===== config.mk =====
export PLATFORM = sky130hd
export DESIGN_NAME = queue_ram_arbiter
export DESIGN_NICKNAME = d
export VERILOG_FILES = /design/src/rtl/queue_ram_arbiter.sv
export SDC_FILE = /design/constraint.sdc
export NUM_CORES = 1
export LEC_CHECK = 0
export ABC_AREA = 1
export CORE_AREA = 3 3 236 238
export DETAILED_ROUTE_END_ITERATION = 8
export DIE_AREA = 0 0 239 241
export PLACE_DENSITY = 0.36
export SYNTH_ARGS = -nofsm -noshare
export SYNTH_HDL_FRONTEND = slang
export SYNTH_SLANG_ARGS = --single-unit
export TNS_END_PERCENT = 20

===== constraint.sdc =====
create_clock -name clk -period 3.7 [get_ports clk]
set_clock_uncertainty 0.1 [all_clocks]
set_input_delay 0.37 -clock clk [delete_from_list [all_inputs] [get_ports clk]]
set_output_delay 0.37 -clock clk [all_outputs]
set_load 0.1 [all_outputs]

===== src/rtl/queue_ram_arbiter.sv =====
// queue_ram_arbiter: round-robin owner of the shared Queue_RAM.
// Three agents (min scanner, child scanner, queue writer) take turns owning
// the RAM. A scan owns the read port for as long as its req is held. A write
// owns the write port for exactly one cycle. A dead TURN cycle separates
// owners so that stale registered read data never reaches the next owner.
// Queue occupancy is tracked here for the full/empty status.
module queue_ram_arbiter #(
  parameter int MAX_NODES = 100,
  parameter int ADDR_W    = 7,
  parameter int NODE_W    = 272
) (
  input  logic              clk,
  input  logic              reset,
  input  logic              min_req,
  input  logic [ADDR_W-1:0] min_read_address,
  input  logic              child_req,
  input  logic [ADDR_W-1:0] child_read_address,
  input  logic              wr_req,
  input  logic [1:0]        wr_op,
  input  logic [ADDR_W-1:0] wr_address,
  input  logic [NODE_W-1:0] wr_data,
  output logic              min_grant,
  output logic              child_grant,
  output logic              wr_ack,
  output logic              wr_error,
  output logic [ADDR_W-1:0] ram_read_address,
  output logic              ram_write_enable,
  output logic [ADDR_W-1:0] ram_write_address,
  output logic [NODE_W-1:0] ram_write_data,
  output logic [ADDR_W-1:0] node_count,
  output logic              queue_empty,
  output logic              queue_full
);

  typedef enum logic [2:0] {
    S_IDLE, S_OWN_MIN, S_OWN_CHILD, S_WRITE, S_TURN
  } state_t;

  typedef enum logic [1:0] {
    AG_MIN = 2'd0, AG_CHILD = 2'd1, AG_WR = 2'd2
  } agent_t;

  localparam logic [1:0] OP_INSERT = 2'b01;
  localparam logic [1:0] OP_REMOVE = 2'b10;

  state_t            r_state;
  agent_t            r_last_owner;
  logic              r_min_grant;
  logic              r_child_grant;
  logic              r_wr_ack;
  logic              r_wr_error;
  logic              r_write_en;
  logic [1:0]        r_wr_op;
  logic [ADDR_W-1:0] r_node_count;

  logic              w_pick_valid;
  agent_t            w_pick;
  logic              w_queue_full;
  logic              w_insert_reject;

  assign w_queue_full    = (r_node_count == ADDR_W'(MAX_NODES));
  assign w_insert_reject = (wr_op == OP_INSERT) && w_queue_full;

  // Round-robin choice: first pending request after the last owner.
  always_comb begin
    // NOTE: every output of a combinational block gets a default first, so
    // no path leaves it unassigned and no latch is inferred.
    w_pick_valid = 1'b0;
    w_pick       = AG_MIN;
    unique case (r_last_owner)
      AG_MIN: begin
        if (child_req)    begin w_pick_valid = 1'b1; w_pick = AG_CHILD; end
        else if (wr_req)  begin w_pick_valid = 1'b1; w_pick = AG_WR;    end
        else if (min_req) begin w_pick_valid = 1'b1; w_pick = AG_MIN;   end
      end
      AG_CHILD: begin
        if (wr_req)         begin w_pick_valid = 1'b1; w_pick = AG_WR;    end
        else if (min_req)   begin w_pick_valid = 1'b1; w_pick = AG_MIN;   end
        else if (child_req) begin w_pick_valid = 1'b1; w_pick = AG_CHILD; end
      end
      default: begin
        if (min_req)        begin w_pick_valid = 1'b1; w_pick = AG_MIN;   end
        else if (child_req) begin w_pick_valid = 1'b1; w_pick = AG_CHILD; end
        else if (wr_req)    begin w_pick_valid = 1'b1; w_pick = AG_WR;    end
      end
    endcase
  end

  // Ownership FSM with registered grant/ack/error/write-enable outputs.
  // TURN arbitrates like IDLE so owners are separated by exactly one dead cycle.
  always_ff @(posedge clk) begin
    // NOTE: sequential state uses non-blocking assignments so every register
    // samples pre-edge values regardless of statement order.
    if (reset) begin
      r_state       <= S_IDLE;
      r_last_owner  <= AG_WR;
      r_min_grant   <= 1'b0;
      r_child_grant <= 1'b0;
      r_wr_ack      <= 1'b0;
      r_wr_error    <= 1'b0;
      r_write_en    <= 1'b0;
      r_wr_op       <= 2'b00;
    end else begin
      r_wr_ack   <= 1'b0;
      r_wr_error <= 1'b0;
      r_write_en <= 1'b0;
      unique case (r_state)
        S_OWN_MIN: begin
          if (!min_req) begin
            r_state     <= S_TURN;
            r_min_grant <= 1'b0;
          end
        end
        S_OWN_CHILD: begin
          if (!child_req) begin
            r_state       <= S_TURN;
            r_child_grant <= 1'b0;
          end
        end
        S_WRITE: begin
          r_state <= S_TURN;
        end
        default: begin
          if (w_pick_valid) begin
            r_last_owner <= w_pick;
            unique case (w_pick)
              AG_MIN: begin
                r_state     <= S_OWN_MIN;
                r_min_grant <= 1'b1;
              end
              AG_CHILD: begin
                r_state       <= S_OWN_CHILD;
                r_child_grant <= 1'b1;
              end
              default: begin
                r_state    <= S_WRITE;
                r_wr_ack   <= 1'b1;
                r_wr_error <= w_insert_reject;
                r_write_en <= !w_insert_reject;
                r_wr_op    <= wr_op;
              end
            endcase
          end else begin
            r_state <= S_IDLE;
          end
        end
      endcase
    end
  end

  // Occupancy counter, updated on the edge that ends the write cycle; never wraps.
  always_ff @(posedge clk) begin
    if (reset) begin
      r_node_count <= '0;
    end else if (r_state == S_WRITE) begin
      if (r_wr_op == OP_INSERT && !r_wr_error) begin
        r_node_count <= r_node_count + ADDR_W'(1);
      end else if (r_wr_op == OP_REMOVE && r_node_count != '0) begin
        r_node_count <= r_node_count - ADDR_W'(1);
      end
    end
  end

  // Read address follows the current scanner owner, zero otherwise.
  always_comb begin
    ram_read_address = '0;
    if (r_state == S_OWN_MIN) begin
      ram_read_address = min_read_address;
    end else if (r_state == S_OWN_CHILD) begin
      ram_read_address = child_read_address;
    end
  end

  assign min_grant         = r_min_grant;
  assign child_grant       = r_child_grant;
  assign wr_ack            = r_wr_ack;
  assign wr_error          = r_wr_error;
  assign ram_write_enable  = r_write_en;
  assign ram_write_address = wr_address;
  assign ram_write_data    = wr_data;
  assign node_count        = r_node_count;
  assign queue_empty       = (r_node_count == '0);
  assign queue_full        = w_queue_full;

endmodule


==> impl_metrics.csv <==
group,metric,value,unit
pwr,swShare,49.27,%
cells_and_area,fin_util,4.808,%
cts,cts_setup_buffers,0,
yosys,synth-seq-area-share,11.36,%
sta,tightest_slew,1.022,ns
setup_path,critPathMaxStageDelay,1.22,ns
drt,routedWlPerCell,14.46,um
global_routing,grt_max_degree,12,
setup_path,cp_num_buf_inv,1,
pwr,seqPwrFrac,25.5,%
hold_path,worst_hold_path_type,"reg -> reg",
cells_and_area,final_cell_mix,"32 x nand2_1, 29 x clkdlybuf4s50_1, 28 x nor2_1",
yosys,avgSynthCellArea,7.279,um2
setup_path,worst_setup_path_start_kind,"register",
pwr,leakagePower,0.0008141,uW
cts,cts_resized,0,
yosys,synth_seq_cells,19,
cts,clock_latency,0.26,ns
run,maxCapViolCount,0,
sta,max_slew_margin,31.63,%
cts,clk_pin_slew,0.07,ns
sta,setup_ws,1.256,ns
pwr,p_int,502.7,uW
sta,grt_setup_unrepaired,"no",
cts,cts_max_path_buffers,2,
pwr,power,991.0,uW
global_routing,overflow,0,
setup_path,crit_fanout,6,
global_routing,grt_pass1_wl,16530,um
setup_path,crit_type,"reg -> out",
drt,drt_iter0_drc,48,
sta,max_freq,409.2,MHz
global_routing,grt_usage,4.253,%
drt,num_vias,1818,
cts,cts_buffers,3,
sta,setup_violations,0,
cells_and_area,antenna_cells,0,
placement,io_buffers,41,
floorplanning,dieArea,0.05760,mm2
yosys,synth_area,0.003348,mm2
setup_path,crit_start,"node_count[2]",
floorplanning,die_width,239,um
yosys,synth_cell_types,29,
cts,cts_tree,"done",
yosys,syn_nets,767,
cells_and_area,drive_gt1_share,18.58,%
floorplanning,io_pins,600,
placement,dp_hpwl,10920,um
setup_path,crit_path_cell_trace,"clkdlybuf4s50_1",
cts,hold_buffers,0,
setup_path,r2r-start,"wr_error",
cells_and_area,final_common_cell,"nand2_1",
floorplanning,start_util,6.222,%
floorplanning,design.core.area,0.05381,mm2
global_routing,antenna_found_initial,0,
sta,fin_tns_setup,0,ns
global_routing,first_global_vias,1941,
placement,dp.cells,918,
setup_path,critPathTopFamily,"buffers and inverters",
cts,ctsRootBufferMaster,"clkbuf_16",
cells_and_area,area_growth,-22.72,%
pwr,power_frac_comb,50.1,%
floorplanning,fp-row-count,85,
placement,place_ws,1.481,ns
yosys,ys.warnings.count,0,
drt,routed_wl,13330,um
cts,cts.sinks,19,
hold_path,hold_path.startpoint,"r_last_owner[0]",
drt,drt_first_pass_iters,4,
sta,hold_viol_final,0,
pwr,power_density,383.0,mW/mm2
pwr,ir_drop,0.1392,mV
placement,gp_congestion,0.6063,
setup_path,worstPathArrival,1.97,ns
setup_path,crit_required,3.23,ns
floorplanning,die_y,241,um
pwr,pwr-share-clk,24.4,%
cells_and_area,stdcell_count,922,
pwr,switching_power,488.3,uW
run_status,status,"finished, final reports clean",
cells_and_area,nets,534,
sta,fin_crit,2.444,ns
cts,cts_max_level,1,
sta,timing.final.crit_share,66.05,%
drt,drt-vias-per-instance,1.972,
setup_path,end_kind,"primary output",
setup_path,cpMaxStageDelayCell,"clkdlybuf4s50_1",
drt,drc,0,
sta,final_max_slew_viol_count,0,
drt,drtAntennaViolNets,0,
yosys,synth_cells,460,
-- through the flow --
step	instance area, um2	hold slack (ns)
6_report	2587	0.3984
2_1_floorplan	3348	0.3461
3_5_place_dp	2507	0.3961
3_3_place_gp	2507	0.4082
4_1_cts	2587	0.4048
5_1_grt	2587	0.4296
-- metal layers --
metal  routed length (um)  vias to the layer above  GRT usage, %  share of wire, %
li1                     -                      670             -                 -
met1                 3322                      713         3.000                25
met2                 5154                      286         5.325                39
met3                 3190                      147         4.697                24
met5                   55                        -        0.7371              0.41
met4                 1612                        2         5.424                12
-- flip-flops by register name, summed over array words and instances (netlist names) --
name	flops
node_count	7
wr_error	1
min_grant	1
r_state	3
wr_ack	1
child_grant	1
r_last_owner	2
r_wr_op	2
ram_write_enable	1
-- power groups by stage --
stage / combinational, uW / sequential, uW / clock [uW]
floorplan: 1740 / 309 / 0
detailed placement: 502 / 261 / 0
finish: 497 / 253 / 242
CTS: 503 / 257 / 254
global placement: 504 / 261 / 0
global route: 534 / 259 / 260
-- path summary, 6_finish.rpt --
check	to	slack (ns)	depth (start not counted)
min	r_last_owner[0]	0.40	2
max	node_count[2]	1.26	1
min reg2reg	r_last_owner[0]	0.40	2
max reg2reg	node_count[5]	1.66	9
-- cells by family after synthesis --
group / after synthesis / synth area share (%)
AO/OA/AOI/OAI: 30 / 6.278
AND/OR/NAND/NOR: 90 / 12.56
buffers and inverters: 311 / 66.18
flip-flops: 19 / 11.36
adder cells (fa/ha/maj): 7 / 2.840
XOR/XNOR: 3 / 0.7849
-- Yosys cell counts --
library cell	instances	area share, %
nand4_1	4	0.75
dfxtp_1	19	11
nand3_2	1	0.30
buf_4	279	63
o21ai_0	5	0.75
buf_2	1	0.15
clkinv_1	1	0.11
a21oi_2	2	0.52
fa_1	1	0.60
o21ai_1	5	0.75
a21oi_1	7	1.0
a211oi_1	1	0.22
a22o_1	7	1.8
nor3_1	1	0.15
nor2_4	3	1.0
ha_1	6	2.2
nand3_1	8	1.2
a31oi_1	1	0.19
inv_2	5	0.56
nand2_2	9	1.7
nor2_2	3	0.56
inv_1	25	2.8
nand2_1	32	3.6
o21ai_4	1	0.49
xor2_1	1	0.26
nor4_1	1	0.19
xnor2_1	2	0.52
nor2_1	28	3.1
a21oi_4	1	0.49
-- area by class of cell --
type,count,area [um2]
timing repair buffer,42,387.9
fill,6406,51230
clock inverter,1,5.005
clock buffer,3,75.07
tap,696,870.8
multi-input combinational,130,752.0
inverter,31,116.4
sequential,19,380.4
Power figures use the tool's default switching activity.
==> patch (config.mk and constraints unchanged) <==
Reset style: asynchronous (`reset`), changed in 2 clocked blocks.
--- a/src/rtl/queue_ram_arbiter.sv
+++ b/src/rtl/queue_ram_arbiter.sv
@@ -88,7 +88,7 @@
 
   // Ownership FSM with registered grant/ack/error/write-enable outputs.
   // TURN arbitrates like IDLE so owners are separated by exactly one dead cycle.
-  always_ff @(posedge clk) begin
+  always_ff @(posedge clk or posedge reset) begin
     // NOTE: sequential state uses non-blocking assignments so every register
     // samples pre-edge values regardless of statement order.
     if (reset) begin
@@ -149,7 +149,7 @@
   end
 
   // Occupancy counter, updated on the edge that ends the write cycle; never wraps.
-  always_ff @(posedge clk) begin
+  always_ff @(posedge clk or posedge reset) begin
     if (reset) begin
       r_node_count <= '0;
     end else if (r_state == S_WRITE) begin
Function: differs if reset is asserted again (counterexample within 4 cycles, from zero or initial values and one cycle with reset high); with reset held inactive, the same outputs for 4 cycles.
==> patch against the original RTL <==
  * Sequential cell count unchanged
  * Fmax increased by 1.6%
  * Via count decreased by 0.44%
  * Area after synthesis increased by 2.0%
  * Final area increased by 2.8%
  * Setup slack improved by 0.039 ns
  * Routed wire length decreased by 10%
  * Sequential share of layout area increased by 3.2 points
  * Register-to-register slack got worse by 0.06 ns
  * Utilization increased by 0.13 points
  * Critical endpoint is now node_count[6]
  * Largest cell class unchanged
Power is not compared: it rests on default switching activity, and its combinational part moved more than twofold at a synthesized area within 25%.
==> patch: results (changes against the original RTL) <==
\begin{tabular}{lr}
\hline
Metric & Value \\
\hline
\multicolumn{2}{l}{\textbf{Run status}} \\
Outcome & finished, final reports clean \\
\multicolumn{2}{l}{\textbf{Clocking}} \\
Clock insertion delay at the later pin of the skew report & 0.28 ns (+0.02 ns) \\
\multicolumn{2}{l}{\textbf{Detailed routing}} \\
Total detailed-routing wirelength & 12000 um (-10\%) \\
Router iterations before antenna repair & 3 (-1) \\
Detailed route wirelength on metal2 & 4820 um (-6.4\%) \\
Wire length on met1 & 2870 um (-14\%) \\
Routed via count & 1810 (-0.44\%) \\
\multicolumn{2}{l}{\textbf{Cells and area}} \\
Ratio of cells with drive above 1 in the final layout & 13.1\% (-5.4 points) \\
Net count reported at finish & 543 (+1.7\%) \\
\multicolumn{2}{l}{\textbf{Synth}} \\
Xor/xnor cell area share of the yosys netlist & 0.513\% (-0.27 points) \\
Share of synthesized cell area in full adder, half adder and majority cells & 2.42\% (-0.42 points) \\
Post-Synthesis Net Count & 776 (+1.2\%) \\
Sequential area share after synthesis & 14.0\% (+2.6 points) \\
Largest cells by area after synthesis & buf\_4 61\%, dfrtp\_1 13\%, nand2\_1 6.0\% \\
Most frequently used flop master after synthesis & dfrtp\_1 \\
Commonest cells in the netlist & 279 x buf\_4, 55 x nand2\_1, 34 x inv\_1, 21 x nand3\_1, 18 x dfrtp\_1 \\
Distinct cell type count after synthesis & 28 (-3.4\%) \\
\multicolumn{2}{l}{\textbf{Placement}} \\
Placer's final routability congestion estimate & 0.709 (+17\%) \\
Detailed placement HPWL & 9770 um (-11\%) \\
\multicolumn{2}{l}{\textbf{Global route}} \\
Global-route wire length before repair & 14800 um (-10\%) \\
Pin count of the biggest net entering global routing & 20 (+8) \\
Vias in the first global route & 1987 (+2.4\%) \\
Number of antenna violations at the first check in global routing & 0 (unchanged) \\
\multicolumn{2}{l}{\textbf{Critical path}} \\
Worst r2r dst & node\_count[6] \\
R2r worst-path depth & 10 (+1) \\
WP data arrival & 1.93 ns (-0.04 ns) \\
Origin of the critical flop-to-flop path & r\_wr\_op[1] \\
\multicolumn{2}{l}{\textbf{Min path}} \\
Hold EP & r\_last\_owner[1] \\
Source of the worst hold timing path & r\_last\_owner[1] \\
\hline
\end{tabular}
[patch: worst max-delay path by stage]
| stage | startpoint | to | slack, ns | cells after the start |
|---|---|---|---|---|
| 3_5_place_dp | node_count[6] | node_count[6] | 1.57 | 1 |
| 5_1_grt | node_count[6] | node_count[6] | 1.22 | 1 |
| 6_report | node_count[6] | node_count[6] | 1.30 | 1 |
| 4_1_cts | node_count[6] | node_count[6] | 1.25 | 1 |
| 2_1_floorplan | r_state[1] | ram_read_address[0] | 0.44 | 3 |
| 3_3_place_gp | r_wr_op[1] | node_count[6] | 1.55 | 10 |
[patch: layout make-up]
type	instances	area, um^2
clock buffers	3	75.1
clock inverters	1	5.00
fillers	6395	51200
inverters	39	146
multi-input cells	133	697
flip-flops and latches	19	477
well taps	696	871
repair buffers	41	388
[patch: layer usage]
metal / track usage [%] / vias to the layer above
li1: - / 690
met1: 2.51 / 687
met2: 5.22 / 291
met3: 4.29 / 136
met4: 4.03 / 6
met5: 2.29 / -
[patch: stage by stage]
stage | util (%) | hold WS [ns] | setup slack, ns | instance area, um^2 | instances
after floorplan | - | 0.220 | 0.442 | 3410 | 470
after global placement | 4.79 | 0.401 | 1.55 | 2580 | 928
after detailed placement | 4.79 | 0.403 | 1.57 | 2580 | 928
after CTS | 4.94 | 0.415 | 1.25 | 2660 | 932
after global routing | 4.94 | 0.471 | 1.22 | 2660 | 932
final | 4.94 | 0.412 | 1.30 | 2660 | 932
[patch: report_power, final]
group	switching, mW	internal, mW	total, mW
sequential	0.0959	0.299	0.395
clock	0.120	0.147	0.267
combinational	1.22	0.422	1.64
[patch: worst register-to-register path, delay by kind of cell (launching register included)]
family	cells	cell delay, ns
flip-flops	1	0.41
AND/OR/NAND/NOR	8	0.85
buffers and inverters	1	0.12
adder cells (fa/ha/maj)	1	0.50
